### src/rtl/apb_bridge_n.sv
// apb_bridge_n: APB3 master bridge, one request in flight, NUM_SLAVES decode.
// Optional access timeout enabled by defining APB_TIMEOUT_EN.
module apb_bridge_n #(
    parameter int ADDR_W         = 32,
    parameter int DATA_W         = 32,
    parameter int NUM_SLAVES     = 4,
    parameter int TIMEOUT_CYCLES = 16
) (
    input  logic                         clk,
    input  logic                         rst_n,
    input  logic                         req_valid,
    output logic                         req_ready,
    input  logic                         req_write,
    input  logic [ADDR_W-1:0]            req_addr,
    input  logic [DATA_W-1:0]            req_wdata,
    output logic                         rsp_valid,
    output logic [DATA_W-1:0]            rsp_rdata,
    output logic                         rsp_err,
    output logic [NUM_SLAVES-1:0]        psel,
    output logic                         penable,
    output logic                         pwrite,
    output logic [ADDR_W-1:0]            paddr,
    output logic [DATA_W-1:0]            pwdata,
    input  logic [NUM_SLAVES*DATA_W-1:0] prdata,
    input  logic [NUM_SLAVES-1:0]        pready,
    input  logic [NUM_SLAVES-1:0]        pslverr
);

    localparam int SEL_W = (NUM_SLAVES > 1) ? $clog2(NUM_SLAVES) : 1;

    typedef enum logic [1:0] {
        IDLE,
        SETUP,
        ACCESS,
        RESP
    } state_t;

    state_t                 state, state_n;
    logic [SEL_W-1:0]       idx, idx_n;
    logic [NUM_SLAVES-1:0]  psel_n;
    logic                   penable_n;
    logic                   pwrite_n;
    logic [ADDR_W-1:0]      paddr_n;
    logic [DATA_W-1:0]      pwdata_n;
    logic                   rsp_valid_n;
    logic                   rsp_err_n;
    logic [DATA_W-1:0]      rsp_rdata_n;

    logic [SEL_W-1:0]       req_idx;
    logic                   req_miss;
    logic [NUM_SLAVES-1:0]  req_onehot;
    logic                   sel_ready;
    logic                   sel_err;
    logic [DATA_W-1:0]      sel_rdata;
    logic                   timeout;

    assign req_idx   = req_addr[ADDR_W-1 -: SEL_W];
    assign req_miss  = ({1'b0, req_idx} >= (SEL_W+1)'(NUM_SLAVES));
    assign req_ready = (state == IDLE);

    // One-hot select for the incoming request and mux of the latched slave
    always_comb begin
        req_onehot = '0;
        sel_ready  = 1'b0;
        sel_err    = 1'b0;
        sel_rdata  = '0;
        for (int i = 0; i < NUM_SLAVES; i++) begin
            req_onehot[i] = (req_idx == SEL_W'(i));
            if (idx == SEL_W'(i)) begin
                sel_ready = pready[i];
                sel_err   = pslverr[i];
                sel_rdata = prdata[i*DATA_W +: DATA_W];
            end
        end
    end

`ifdef APB_TIMEOUT_EN
    localparam int CNT_W = $clog2(TIMEOUT_CYCLES + 1);

    logic [CNT_W-1:0] cnt;

    // ACCESS cycle number, 1 on the first ACCESS cycle
    always_ff @(posedge clk or negedge rst_n) begin
        if (!rst_n) begin
            cnt <= '0;
        end else if (state == SETUP) begin
            cnt <= CNT_W'(1);
        end else if (state == ACCESS) begin
            cnt <= cnt + CNT_W'(1);
        end
    end

    assign timeout = (cnt == CNT_W'(TIMEOUT_CYCLES));
`else
    assign timeout = 1'b0;
`endif

    // Next state and next values of every registered output
    always_comb begin
        state_n     = state;
        idx_n       = idx;
        psel_n      = psel;
        penable_n   = penable;
        pwrite_n    = pwrite;
        paddr_n     = paddr;
        pwdata_n    = pwdata;
        rsp_valid_n = 1'b0;
        rsp_err_n   = rsp_err;
        rsp_rdata_n = rsp_rdata;
        unique case (state)
            IDLE: begin
                if (req_valid) begin
                    idx_n    = req_idx;
                    paddr_n  = req_addr;
                    pwrite_n = req_write;
                    pwdata_n = req_wdata;
                    if (req_miss) begin
                        state_n     = RESP;
                        rsp_valid_n = 1'b1;
                        rsp_err_n   = 1'b1;
                        rsp_rdata_n = '0;
                    end else begin
                        state_n = SETUP;
                        psel_n  = req_onehot;
                    end
                end
            end
            SETUP: begin
                state_n   = ACCESS;
                penable_n = 1'b1;
            end
            ACCESS: begin
                if (sel_ready) begin
                    state_n     = RESP;
                    psel_n      = '0;
                    penable_n   = 1'b0;
                    rsp_valid_n = 1'b1;
                    rsp_err_n   = sel_err;
                    rsp_rdata_n = (!pwrite && !sel_err) ? sel_rdata : '0;
                end else if (timeout) begin
                    state_n     = RESP;
                    psel_n      = '0;
                    penable_n   = 1'b0;
                    rsp_valid_n = 1'b1;
                    rsp_err_n   = 1'b1;
                    rsp_rdata_n = '0;
                end
            end
            RESP: begin
                state_n = IDLE;
            end
            default: begin
                state_n   = IDLE;
                psel_n    = '0;
                penable_n = 1'b0;
            end
        endcase
    end

    // State and output registers; reset abandons any transfer at once
    always_ff @(posedge clk or negedge rst_n) begin
        if (!rst_n) begin
            state     <= IDLE;
            idx       <= '0;
            psel      <= '0;
            penable   <= 1'b0;
            pwrite    <= 1'b0;
            paddr     <= '0;
            pwdata    <= '0;
            rsp_valid <= 1'b0;
            rsp_err   <= 1'b0;
            rsp_rdata <= '0;
        end else begin
            state     <= state_n;
            idx       <= idx_n;
            psel      <= psel_n;
            penable   <= penable_n;
            pwrite    <= pwrite_n;
            paddr     <= paddr_n;
            pwdata    <= pwdata_n;
            rsp_valid <= rsp_valid_n;
            rsp_err   <= rsp_err_n;
            rsp_rdata <= rsp_rdata_n;
        end
    end

endmodule
### config.mk
export PLATFORM = sky130hd
export DESIGN_NAME = apb_bridge_n
export DESIGN_NICKNAME = d
export VERILOG_FILES = /design/src/rtl/apb_bridge_n.sv
export SDC_FILE = /design/constraint.sdc
export NUM_CORES = 1
export LEC_CHECK = 0
export CAP_MARGIN = 0
export CORE_AREA = 2 2 121 123
export DETAILED_ROUTE_END_ITERATION = 12
export DIE_AREA = 0 0 123 125
export MAX_ROUTING_LAYER = met4
export PLACE_DENSITY = 0.77
export REMOVE_ABC_BUFFERS = 1
export SYNTH_ARGS = -nofsm -noshare
export SYNTH_HDL_FRONTEND = slang
export SYNTH_SLANG_ARGS = --single-unit
### constraint.sdc
create_clock -name clk -period 2.45 [get_ports clk]
set_input_delay 0.245 -clock clk [delete_from_list [all_inputs] [get_ports clk]]
set_output_delay 0.245 -clock clk [all_outputs]
set_load 0.03 [all_outputs]
==> results of run 1 <==
registers in the layout, indices dropped and copies added (netlist names):
signal and cells:
rsp_err 1, psel 4, paddr 32, pwdata 32, penable 1, state 2
rsp_valid 1, pwrite 1, rsp_rdata 32
layer usage:
metal | track usage, % | part of all wire (%) | vias up
met5 | - | 0 | -
li1 | - | - | 1724
met4 | 7.95 | 3.2 | 0
met1 | 21.5 | 37 | 1911
met2 | 33.9 | 52 | 218
met3 | 3.74 | 8.0 | 27
worst max path at each step:
stage,slack (ns),startpoint,to
after detailed placement,0.40,pslverr[2],rsp_rdata[2]$_DFFE_PN0P_
after CTS,0.28,paddr[31]$_DFFE_PN0P_,paddr[31]
after global placement,0.46,pslverr[3],rsp_rdata[2]$_DFFE_PN0P_
after floorplan,-1.09,paddr[30]$_DFFE_PN0P_,rsp_rdata[0]$_DFFE_PN0P_
after global routing,0.23,paddr[31]$_DFFE_PN0P_,paddr[31]
final,0.30,paddr[31]$_DFFE_PN0P_,paddr[31]
synthesized netlist by cell type, types with 2 or more instances:
| master | count |
|---|---|
| dfrtp_1 | 106 |
| mux2_2 | 65 |
| a22o_1 | 33 |
| mux4_2 | 31 |
| clkbuf_1 | 12 |
| buf_6 | 4 |
| o221a_1 | 4 |
| dlygate4sd1_1 | 3 |
| inv_1 | 3 |
| mux4_1 | 3 |
| nand2_1 | 3 |
| ha_1 | 2 |
| mux2_1 | 2 |
| nand3_1 | 2 |
| nor2b_1 | 2 |
per-stage QoR:
step	worst slack (ns)	power [mW]
floorplan	-1.09	6.64
global placement	0.460	9.06
detailed placement	0.400	9.23
CTS	0.278	10.7
global route	0.226	11.1
finish	0.303	10.6
report_power, final:
group	internal, mW	switching (mW)	total (mW)
Sequential	2.57	0.460	3.03
Combinational	3.03	3.07	6.10
Clock	0.799	0.641	1.44
final cells by class:
class                   instances  area [µm²]  share of cell area, %
inverters                       4        15.0                  0.179
multi-input cells             155        2000                   23.8
well taps                     184         230                   2.75
flip-flops and latches        106        2650                   31.7
repair buffers                317        3190                   38.0
diodes                          1        2.50                 0.0298
clock buffers                   9         225                   2.69
clock inverters                 6        73.8                  0.880
kinds of logic (layout without fill, tap and decap cells):
logic type,count (synthesis),after routing,synth area share (%)
buffers and inverters,25,336,2.93
AND/OR/NAND/NOR,12,12,1.67
other,0,1,0
adder cells (fa/ha/maj),2,2,0.523
AO/OA/AOI/OAI,40,40,7.45
flip-flops,106,106,55.4
multiplexers,101,101,32.0
==> results.md, run 1 <==
- Nets: 799
- Synth-to-layout area growth: 75.2%
- Vias: ~3900
- Status: complete, no violations
- Synth Flop Type: dfrtp_1
- Post-synthesis sequential area ratio: between 50% and 60%
- Dpl cells: 765
- Pwr dens: roughly 1300 nW/µm²
- Reg clk slew, reported paths: 0.07 ns
- CTS tree: done
- Cell Chain, Critical Path: buf_4, clkdlybuf4s50_1
- Vias per cell: slightly below 5
- Unique masters post-synth: 26
- Proportion of layout cells with a drive suffix above 1: between 20% and 30%
- Max-slew headroom: roughly 59%
- H-tree depth: 3
- Starting density of the core: 33.7%
- Initial antenna violation count: 1
- Reg2reg end: rsp_rdata[2]$_DFFE_PN0P_
- Fmax: between 400 and 500 MHz
- Cell taking the most area after synthesis: dfrtp_1
- Syn Inst Count: approximately 290
- Final Skew: about 0.0083 ns
- YS warnings: 0
- Worst Tran Pin Value: slightly above 0.6 ns
- Setup TNS: 0 ns
- Crit Path Max Fanout: 33
- Setup CP Type: flip-flop to output pin
- Worst hold path class: input port to asynchronous set/reset pin
- Post-DRT Antenna Nets: 0
- Req. time, crit path: 2.20 ns
- Setup Fix Bufs, Post-CTS: 0
- Mean Syn Cell Area: around 17 µm²
- Synth top area share: 55.4%
- Hold_ws: around 0.45 ns
- Clk_lat worst skew: around 0.34 ns
- Final period utilization: between 80% and 90%
- FF-to-FF setup slack: between 0.5 and 0.6 ns
- Row count: 44
- Fin. max-slew vios: 0
- IO Port Bufs: 308
- Area of the core: about 14000 µm²
- Drt first-iter violations: around 160
- #FFs+latches synth: between 100 and 150
- Setup violators final: 0
- Placed Area: a little over 8000 µm²
- Worst R2R Start: paddr[30]$_DFFE_PN0P_
- Die Width: around 120 µm
- Minimum clock period: 2.15 ns
- DIE AREA: 15400 µm²
- Root Driver: clkbuf_16
- Post-synth EDFFs: 0
- Slowest cell on the critical path: clkdlybuf4s50_1
- Die Span Y: around 130 µm
- Cell family with most CP delay: buffers and inverters
- Buf+Inv Stages, Crit Path: 2
- RSZ-0062 raised after global routing: false
- Most common cell after layout, fill and taps aside: clkdlybuf4s50_1
- Max incr delay on CP: roughly 0.75 ns
- WP data arrival: 1.90 ns
- FFs w/ async S/R, synth: 100%
- Post-Route WL: roughly 14 mm
- Most frequent cells in the layout: clkdlybuf4s50_1 (307), dfrtp_1 (105), mux2_2 (65)
- Max Cap Viol: 0
- Final Hold Vio Count: 0
- Critical Path Start Type: flip-flop
- First-pass GRT wire length: around 22 mm
- Worst IR Drop VDD: approximately 0.5 mV
- WP depth: 2
- Filler Cell Count: between 1000 and 1500
- Largest cells by area after synthesis: dfrtp_1 (55%), mux2_2 (15%), mux4_2 (15%)
- Reg2reg path depth: 4
- Overflow after GRT: 0
- Boundary pin count: around 310
- CTS buffer count: 9
- Post-Layout Cell Count: around 800
- Pre-Repair DR Iteration Count: 4
- Setup crit end kind: output pin
- CTS Sinks: about 110
- Vias in the first global route: 4165
- Synth Cell Area: 4790 µm²
- Design area: approximately 8400 µm²
- Largest net degree at the start of global routing: slightly above 60
- Worst-case clock buffer depth: 2
- Leakage: roughly 3.4 nW
- CTS-repair resized insts: 0
- CTS hold repair buffers: 1
- DR WL/cell: about 18 µm
- RePlAce Congestion: between 0.8 and 0.9
- Global Route Usage Sum: between 10% and 20%
- Final HPWL DP: between 10 and 15 mm
- Drt drc: 0
- Core Util, Final: 59.0%
(Power assumes the default switching activity.)
==> inputs of run 2 (changes only) <==
--- a/config.mk
+++ b/config.mk
@@ -10,7 +10,7 @@
 export DETAILED_ROUTE_END_ITERATION = 12
 export DIE_AREA = 0 0 123 125
 export MAX_ROUTING_LAYER = met4
-export PLACE_DENSITY = 0.77
+export PLACE_DENSITY = 0.84
 export REMOVE_ABC_BUFFERS = 1
 export SYNTH_ARGS = -nofsm -noshare
 export SYNTH_HDL_FRONTEND = slang
==> run 2 against run 1 <==
Global-route usage fell by 1.1 points. Maximum frequency rose by 6.8%. Hold slack improved by 0.0026 ns. Critical endpoint is now paddr[30]. Sequential power barely moved. Utilization about the same. Critical path depth unchanged. Non-clock buffer count shrank 2. Highest routed layer unchanged. Wire length down 3.2%. Clock-buffer cell count did not move.
==> results.md, run 2 (same netlist as run 1, synthesis figures left out) <==
- Status: complete, no violations
- Worst hold path class: input port to asynchronous set/reset pin
- Global Route Usage Sum: 18.3% (-1.1 points)
- Drt drc: 0 (unchanged)
- Worst Tran Pin Value: 0.620 ns (+0.00811 ns)
- Final Hold Vio Count: 0 (unchanged)
- Die Width: 123 µm (unchanged)
- DR WL/cell: 18.0 µm (-2.9%)
- Core Util, Final: 59.1% (about the same)
- Setup CP Type: flip-flop to output pin
- Req. time, crit path: 2.20 ns (about the same)
- Seq pwr share: 28.6% (about the same)
- Setup Fix Bufs, Post-CTS: 0 (unchanged)
- Synth-to-layout area growth: 75.3% (about the same)
- RSZ-0062 raised after global routing: false
- Overflow after GRT: 0 (unchanged)
- Power consumption: 10.6 mW (+0.63%)
- Largest net degree at the start of global routing: 60 (-1.6%)
- Vias: 3839 (-1.1%)
- CTS buffer count: 9 (unchanged)
- Post-Layout Cell Count: 779 (-0.38%)
- Number of diodes: 0 (-1)
- Fmax: 497 MHz (+6.8%)
- Vias in the first global route: 4124 (-0.98%)
- Initial antenna violation count: 0 (-1)
- Worst R2R Start: paddr[30]$_DFFE_PN0P_
- GR Util met3: 3.88% (+0.14 points)
- Clock power frac: 14.4% (+0.8 points)
- Most common cell after layout, fill and taps aside: clkdlybuf4s50_1
- Psw: 4.14 mW (-0.71%)
- Design area: 8390 µm² (about the same)
- Worst IR Drop VDD: 0.446 mV (-9.0%)
- H-tree depth: 3 (unchanged)
- Setup violators final: 0 (unchanged)
- Cell family with most CP delay: buffers and inverters
- Filler Cell Count: 1074 (-4.2%)
- Max incr delay on CP: 0.73 ns (-0.02 ns)
- Reg clk slew, reported paths: 0.07 ns (about the same)
- Boundary pin count: 309 (unchanged)
- Nets: 797 (-0.25%)
- Area of the core: 14200 µm² (unchanged)
- Buf+Inv Stages, Crit Path: 2 (unchanged)
- Cell Chain, Critical Path: buf_12, clkdlybuf4s50_1
- IO Port Bufs: 308 (unchanged)
- Max-slew headroom: 58.7% (-0.54 points)
- First-pass GRT wire length: 21.2 mm (-4.3%)
- CTS tree: done
- FF-to-FF setup slack: 0.57 ns (about the same)
- Die Span Y: 125 µm (unchanged)
- DIE AREA: 15400 µm² (unchanged)
- Reg2reg path depth: 4 (unchanged)
- Pre-Repair DR Iteration Count: 6 (+2)
- Drt first-iter violations: 98 (-40%)
- Setup crit end kind: output pin
- Internal power: 6.50 mW (+1.5%)
- Post-Route WL: 14.0 mm (-3.2%)
- Most frequent cells in the layout: clkdlybuf4s50_1 (307), dfrtp_1 (105), mux2_2 (65)
- Max Cap Viol: 0 (unchanged)
- Crit Path Max Fanout: 34 (+3.0%)
- CTS Sinks: 106 (unchanged)
- Post-DRT Antenna Nets: 0 (unchanged)
- Combinational Power Share: 57.0% (-0.7 points)
- Met2 global-route usage: 32.7% (-1.2 points)
- Starting density of the core: 33.7% (unchanged)
- Final Skew: 0.0111 ns (+0.00279 ns)
- Regs by FF count: paddr (32), pwdata (32), rsp_rdata (32)
- Slowest cell on the critical path: clkdlybuf4s50_1
- Final HPWL DP: 11.4 mm (-2.2%)
- Vias per cell: 4.93 (-0.68%)
- Critical Path Start Type: flip-flop
- Minimum clock period: 2.01 ns (-0.136 ns)
- Fin. max-slew vios: 0 (unchanged)
- Leakage: 3.41 nW (+0.28%)
- Row count: 44 (unchanged)
- Gr busiest metal: met2
- Pwr dens: 1270 nW/µm² (+0.56%)
- Reg2reg end: rsp_rdata[8]$_DFFE_PN0P_
- Met1 usage: 20.3% (-1.2 points)
- Proportion of layout cells with a drive suffix above 1: 20.7% (-0.27 points)
- Placed Area: 8060 µm² (-0.19%)
- WP data arrival: 1.77 ns (-0.13 ns)
- Final period utilization: 82.1% (-5.5 points)
- Clk_lat worst skew: 0.34 ns (about the same)
- Dpl cells: 763 (-0.26%)
- Worst-case clock buffer depth: 2 (unchanged)
- RePlAce Congestion: 0.837 (+1.7%)
- Switching Share: 38.9% (-0.53 points)
- Root Driver: clkbuf_16
==> run 2: cell types whose count changed in the layout (fill, tap and decap cells not counted), sizes merged <==
cell	change
inv	+1
bufinv	+1
buf	-2
clkinvlp	-2
diode	-1
==> run 2: area by class of cell <==
type	instances	area (µm²)	area share, %
Multi-Input combinational cell	155	2000	23.8
Clock buffer	9	225	2.68
Clock inverter	6	97.6	1.16
Timing Repair Buffer	315	3170	37.8
Sequential cell	106	2650	31.6
Tap cell	184	230	2.74
Inverter	4	15.0	0.179
==> run 2: repair_timing <==
action	in CTS	in global routing
endpoints found under the setup margin	0	0
endpoints found under the hold margin	47	0
gates resized for setup	0	0
hold buffers	1	0
==> run 2: worst max path at each step <==
stage	cells past startpoint	startpoint	end	slack, ns
floorplan	3	paddr[30]$_DFFE_PN0P_	rsp_rdata[0]$_DFFE_PN0P_	-1.09
global placement	5	pslverr[3]	rsp_rdata[3]$_DFFE_PN0P_	0.47
detailed placement	5	pslverr[0]	rsp_rdata[7]$_DFFE_PN0P_	0.39
CTS	2	paddr[30]$_DFFE_PN0P_	paddr[30]	0.40
global route	2	paddr[30]$_DFFE_PN0P_	paddr[30]	0.36
finish	2	paddr[30]$_DFFE_PN0P_	paddr[30]	0.44
==> run 2: through the flow <==
stage	setup WS, ns	hold WS, ns	setup TNS (ns)
3_3_place_gp	0.466	0.281	0
6_report	0.439	0.454	0
2_1_floorplan	-1.09	-0.0506	-59.85
4_1_cts	0.403	0.469	0
3_5_place_dp	0.393	0.293	0
5_1_grt	0.358	0.506	0
==> run 2: power by group through the flow <==
| stage | sequential (mW) | clock (mW) | combinational (mW) |
|---|---|---|---|
| 4_1_cts | 3.05 | 1.59 | 6.13 |
| 5_1_grt | 3.14 | 1.66 | 6.38 |
| 3_5_place_dp | 3.07 | 0 | 6.13 |
| 6_report | 3.04 | 1.53 | 6.07 |
| 3_3_place_gp | 3.03 | 0 | 5.99 |
| 2_1_floorplan | 4.75 | 0 | 1.89 |
==> run 2: metal layers <==
metal	vias to the layer above	share of wire, %
met3	20	7.7
met5	-	0
met1	1884	38
met4	0	2.4
li1	1716	-
met2	219	52
==> variant 1, RTL diff (flow settings as in run 2) <==
The option `APB_TIMEOUT_EN` is turned on by a define.
--- a/src/rtl/apb_bridge_n.sv
+++ b/src/rtl/apb_bridge_n.sv
@@ -1,5 +1,7 @@
 // apb_bridge_n: APB3 master bridge, one request in flight, NUM_SLAVES decode.
 // Optional access timeout enabled by defining APB_TIMEOUT_EN.
+`define APB_TIMEOUT_EN
+
 module apb_bridge_n #(
     parameter int ADDR_W         = 32,
     parameter int DATA_W         = 32,
Check against the original RTL: no difference found for any inputs over 4 cycles, from zero or initial values and one cycle with rst_n low; that may be too few to reach the edited logic, so the function may still have changed.
==> variant 1 against run 2 <==
- hold slack got worse by 0.0099 ns
- sequential cell count increased by 5
- die area stayed put
- routed wire length up 16%
- power rose by 7.9%
- clock power shrank 8%
- cell area increased by 5.0%
- first-iteration DRC count up 22%
- worst setup slack got worse by 0.054 ns
- via count increased by 10%
- count of clock-buffer cells in the layout grew 2
- synthesized cell count increased by 24%
- area after synthesis up 9.0%
- cell count is 9.4% higher
- critical endpoint is now req_ready
- highest routed layer unchanged
==> variant 1: results (changes against run 2) <==
run status=completed; pin count of the biggest net entering global routing=63 (+5.0%); Seq/Total Area, Yosys=0.533 (-0.0216); first-pass GRT wire length=24400 µm (+16%); Initial DRC Count=120 (+22%); Max-slew headroom=0.591 (+0.00457); worst-path maximum fanout=4 (-88%); Cells after DPL=835 (+9.4%); synthesized area per cell=14.6 µm² (-12%); WHS=0.444 ns (-0.00985 ns); fin cells=852 (+9.4%); M1 WL=6200 µm (+16%); Clock Skew=0.00675 ns (-0.00432 ns); wire length on met2=7960 µm (+9.8%); met3 WL post-DR=1530 µm (+42%); RR Endpoint=rsp_err; VDD IR-drop max=0.000903 V (+100%); fin nets=872 (+9.4%); top post-synthesis cells by count=dfrtp_1, mux2_2, inv_1, mux4_2, o2bb2ai_1; vias per cell=4.95 (+0.53%); synth top area cells=dfrtp_1, mux4_2, mux2_2; GRT Util Overall=0.215 (+0.0323); Post-Synth Adder-Cell Area=0.0120 (+0.00677); TritonRoute pass-1 iters=4 (-2); Critical R2R Launch=state[0]; Detail Placement HPWL=12600 µm (+10%); critical path arrival=1.82 ns (+0.05 ns); Leakage=3.69 nW (+8.0%); fill count=1107 (+3.1%); vias in the first global route=4767 (+16%); R2R depth=7 (+3)
## variant 1: cell count changes in the layout (fill, tap and decap cells not counted), sizes merged, moves of 4 or more
cell	delta
a22o	-29
dfrtp	+5
inv	+39
mux2i	+4
o21ai	+5
o221a	-4
o2bb2ai	+32
## variant 1: area by class of cell
| type | count | share of cell area |
|---|---|---|
| Tap cell | 184 | 0.0261 |
| Inverter | 44 | 0.0187 |
| Multi-Input combinational cell | 179 | 0.243 |
| Timing Repair Buffer | 318 | 0.364 |
| Clock buffer | 11 | 0.0275 |
| Sequential cell | 111 | 0.315 |
| Clock inverter | 5 | 0.00469 |
## variant 1: routing by layer
metal  GRT usage  vias up
li1            -     1908
met1       0.245     2047
met2       0.354      228
met3      0.0593       38
met4      0.0929        0
met5           -        -
## variant 1: worst max-delay path by stage
stage                      to       from  slack [ns]
floorplan             rsp_err  paddr[30]       -0.95
global placement     state[1]  pready[3]        0.43
detailed placement   state[1]  pready[3]        0.38
CTS                 req_ready   state[0]        0.38
global route          rsp_err   state[0]        0.24
finish              req_ready   state[0]        0.38
## variant 1: kinds of logic after synthesis
| group | count (synthesis) |
|---|---|
| buffers and inverters | 66 |
| adders and majority gates | 5 |
| DFF | 111 |
| AOI/OAI and AO/OA | 52 |
| and+or+nand+nor | 20 |
| muxes | 102 |
## variant 1: worst reg2reg max path, cell delays in order, from the launching register on
cell and delay (ns):
dfrtp_1 0.40, inv_1 0.10, ha_1 0.30, inv_1 0.14, nor3_2 0.37, a211oi_4 0.08
buf_12 0.19, a222oi_1 0.32
## variant 1: per-stage QoR
stage | power (mW) | worst slack [ns] | TNS (ns) | instance area, µm²
floorplan | 7.29 | -0.951 | -56.66 | 5080
detailed placement | 10.1 | 0.384 | 0 | 8520
global placement | 9.96 | 0.435 | 0 | 8520
global route | 12.1 | 0.243 | 0 | 8810
finish | 11.5 | 0.385 | 0 | 8810
CTS | 11.6 | 0.377 | 0 | 8810
## variant 1: where the power goes
part / total (mW) / switching, mW / internal, mW / leakage [nW]
clock network: 1.40 / 0.669 / 0.730 / 0.138
registers: 3.28 / 0.532 / 2.75 / 1.37
logic: 6.80 / 3.53 / 3.27 / 2.18
total: 11.5 / 4.73 / 6.75 / 3.69
==> variant 2, RTL diff (flow settings as in run 2) <==
Made on the original files. The 4 states of `state_t` get a one-hot encoding in 4 bits.
--- a/src/rtl/apb_bridge_n.sv
+++ b/src/rtl/apb_bridge_n.sv
@@ -28,11 +28,11 @@
 
     localparam int SEL_W = (NUM_SLAVES > 1) ? $clog2(NUM_SLAVES) : 1;
 
-    typedef enum logic [1:0] {
-        IDLE,
-        SETUP,
-        ACCESS,
-        RESP
+    typedef enum logic [3:0] {
+        IDLE   = 4'b0001,
+        SETUP  = 4'b0010,
+        ACCESS = 4'b0100,
+        RESP   = 4'b1000
     } state_t;
 
     state_t                 state, state_n;
Function: same outputs for any inputs over 4 cycles, from zero or initial values and one cycle with rst_n low; so few cycles prove little.
==> variant 2 against run 2 <==
- largest cell class unchanged
- synthesized cell count increased by 22%
- power increased by 1.1%
- routed wire length increased by 13%
- global-route usage increased by 2.6 points
- sequential power increased by 2%
- largest power group unchanged
- critical endpoint unchanged
- via count increased by 13%
- highest routed layer unchanged
- worst setup slack got worse by 0.035 ns
- area after synthesis increased by 9.3%
- cell count increased by 7.8%
- combinational power increased by 2%
- non-clock buffer count increased by 10
- count of clock-buffer cells in the layout unchanged
- cell area increased by 5.1%
- sequential cell count increased by 2
==> variant 2: results (changes against run 2) <==
routed vias=4319 (+13%); WHS=0.427 ns (-0.0266 ns); highest routing layer actually used=met4; Num Clock Sinks=108 (+1.9%); vias in the first global route=4651 (+13%); top post-synthesis cells by count=dfrtp_1, mux2_2, mux4_2, a31o_2, a21boi_0; vias per cell=5.14 (+4.3%); fill count=1041 (-3.1%); met3 WL post-DR=1140 µm (+5.9%); fin nets=856 (+7.4%); DRT Wirelength=15900 µm (+13%); Cells after DPL=824 (+8.0%); flop-to-flop setup slack=0.48 ns (-0.09 ns); Detail Placement HPWL=12700 µm (+11%); H-tree levels=3 (unchanged); critical path arrival=1.80 ns (+0.03 ns); first-pass GRT wire length=24200 µm (+14%); RR Endpoint=rsp_err; GRT Util Overall=0.209 (+0.0262); setup bufs post-CTS=0 (unchanged); Leakage=3.52 nW (+3.3%); run status=completed; CTS clk-pin slew, worst paths=0.08 ns; Initial DRC Count=182 (+86%); synth top area cells=dfrtp_1, mux4_2, mux2_2; wire length on met2=8340 µm (+15%); worst-path maximum fanout=8 (-76%); layout cells sized above 1=0.262 (+0.0555); VDD IR-drop max=0.000497 V (+11%); pin count of the biggest net entering global routing=70 (+17%); top flop regs=paddr: 32 flops, pwdata: 32 flops, rsp_rdata: 32 flops; M1 WL=5970 µm (+12%); library cells used by synthesis=32 (+23%); Max-slew headroom=0.637 (+0.0497); Inserted Diodes=0 (unchanged); worst skew pair latency=0.34 ns (about the same); TritonRoute pass-1 iters=4 (-2); R2R depth=4 (unchanged); Critical R2R Launch=state[2]; Seq/Total Area, Yosys=0.517 (-0.0371); Syn Inst Count=350 (+22%); asr flop ratio synth=1.00 (unchanged); Clock Skew=0.00622 ns (-0.00485 ns); Port Buffers=308 (unchanged); Max Root-Sink Buffers=2 (unchanged); RePlAce Congestion=0.810 (-3.2%); Worst Setup SP=paddr[30]
variant 2: changes by cell type after synthesis, moves of 4 or more:
| cell | before | now |
|---|---|---|
| a21boi_0 | 0 | 32 |
| a31o_2 | 0 | 33 |
| nand2b_1 | 1 | 5 |
| o221a_1 | 4 | 0 |
| nand3b_1 | 0 | 5 |
| a22o_1 | 33 | 0 |
| buf_2 | 1 | 13 |
variant 2: area by class of cell:
class | count | area, µm² | share of cell area
clock inverter | 6 | 75.1 | 0.00851
timing repair buffer | 325 | 3240 | 0.367
inverter | 5 | 18.8 | 0.00213
tap | 184 | 230 | 0.0261
sequential | 108 | 2710 | 0.307
multi-input combinational | 203 | 2330 | 0.264
clock buffer | 9 | 225 | 0.0255
variant 2: through the flow:
stage,instance area (µm²),utilization,setup TNS [ns],total power [mW],worst slack (ns)
final,8820,0.621,0,10.8,0.404
after global routing,8820,0.621,0,11.3,0.344
after CTS,8820,0.621,0,10.9,0.0648
after detailed placement,8510,0.599,0,9.38,0.414
after global placement,8510,0.599,0,9.21,0.480
after floorplan,5040,-,-104.78,6.71,-1.71
variant 2: power by group:
group	total [mW]	switching [mW]	internal, mW	leakage [nW]
logic	6.20	3.10	3.09	2.04
registers	3.10	0.523	2.58	1.34
clock network	1.45	0.654	0.800	0.144
variant 2: worst max path at each step:
stage / end / slack, ns
after global placement: rsp_err / 0.48
after detailed placement: rsp_err / 0.41
after global routing: paddr[30] / 0.34
final: paddr[30] / 0.40
after CTS: req_ready / 0.06
after floorplan: rsp_err / -1.71
variant 2: cell families after synthesis:
kind of cell,after synthesis,synth area share
and+or+nand+nor,27,0.0373
muxes,99,0.286
DFF,108,0.517
AOI/OAI and AO/OA,77,0.119
buffers and inverters,39,0.0397
variant 2: routing by layer:
layer | global-route usage | up-vias
met2 | 0.374 | 228
met4 | 0.0615 | 0
met1 | 0.234 | 2117
li1 | - | 1945
met3 | 0.0406 | 29
met5 | - | -
variant 2: timing repair:
action,in CTS,in global routing
endpoints found under the setup margin,0,1
hold endpoints to repair,39,0
hold buffers,1,0
resized for setup,0,1
variant 2: worst max-delay path: stages (launching register included):
cell             delay [ns]
dfrtp_2                0.52
buf_4                  0.24
clkdlybuf4s50_1        0.69
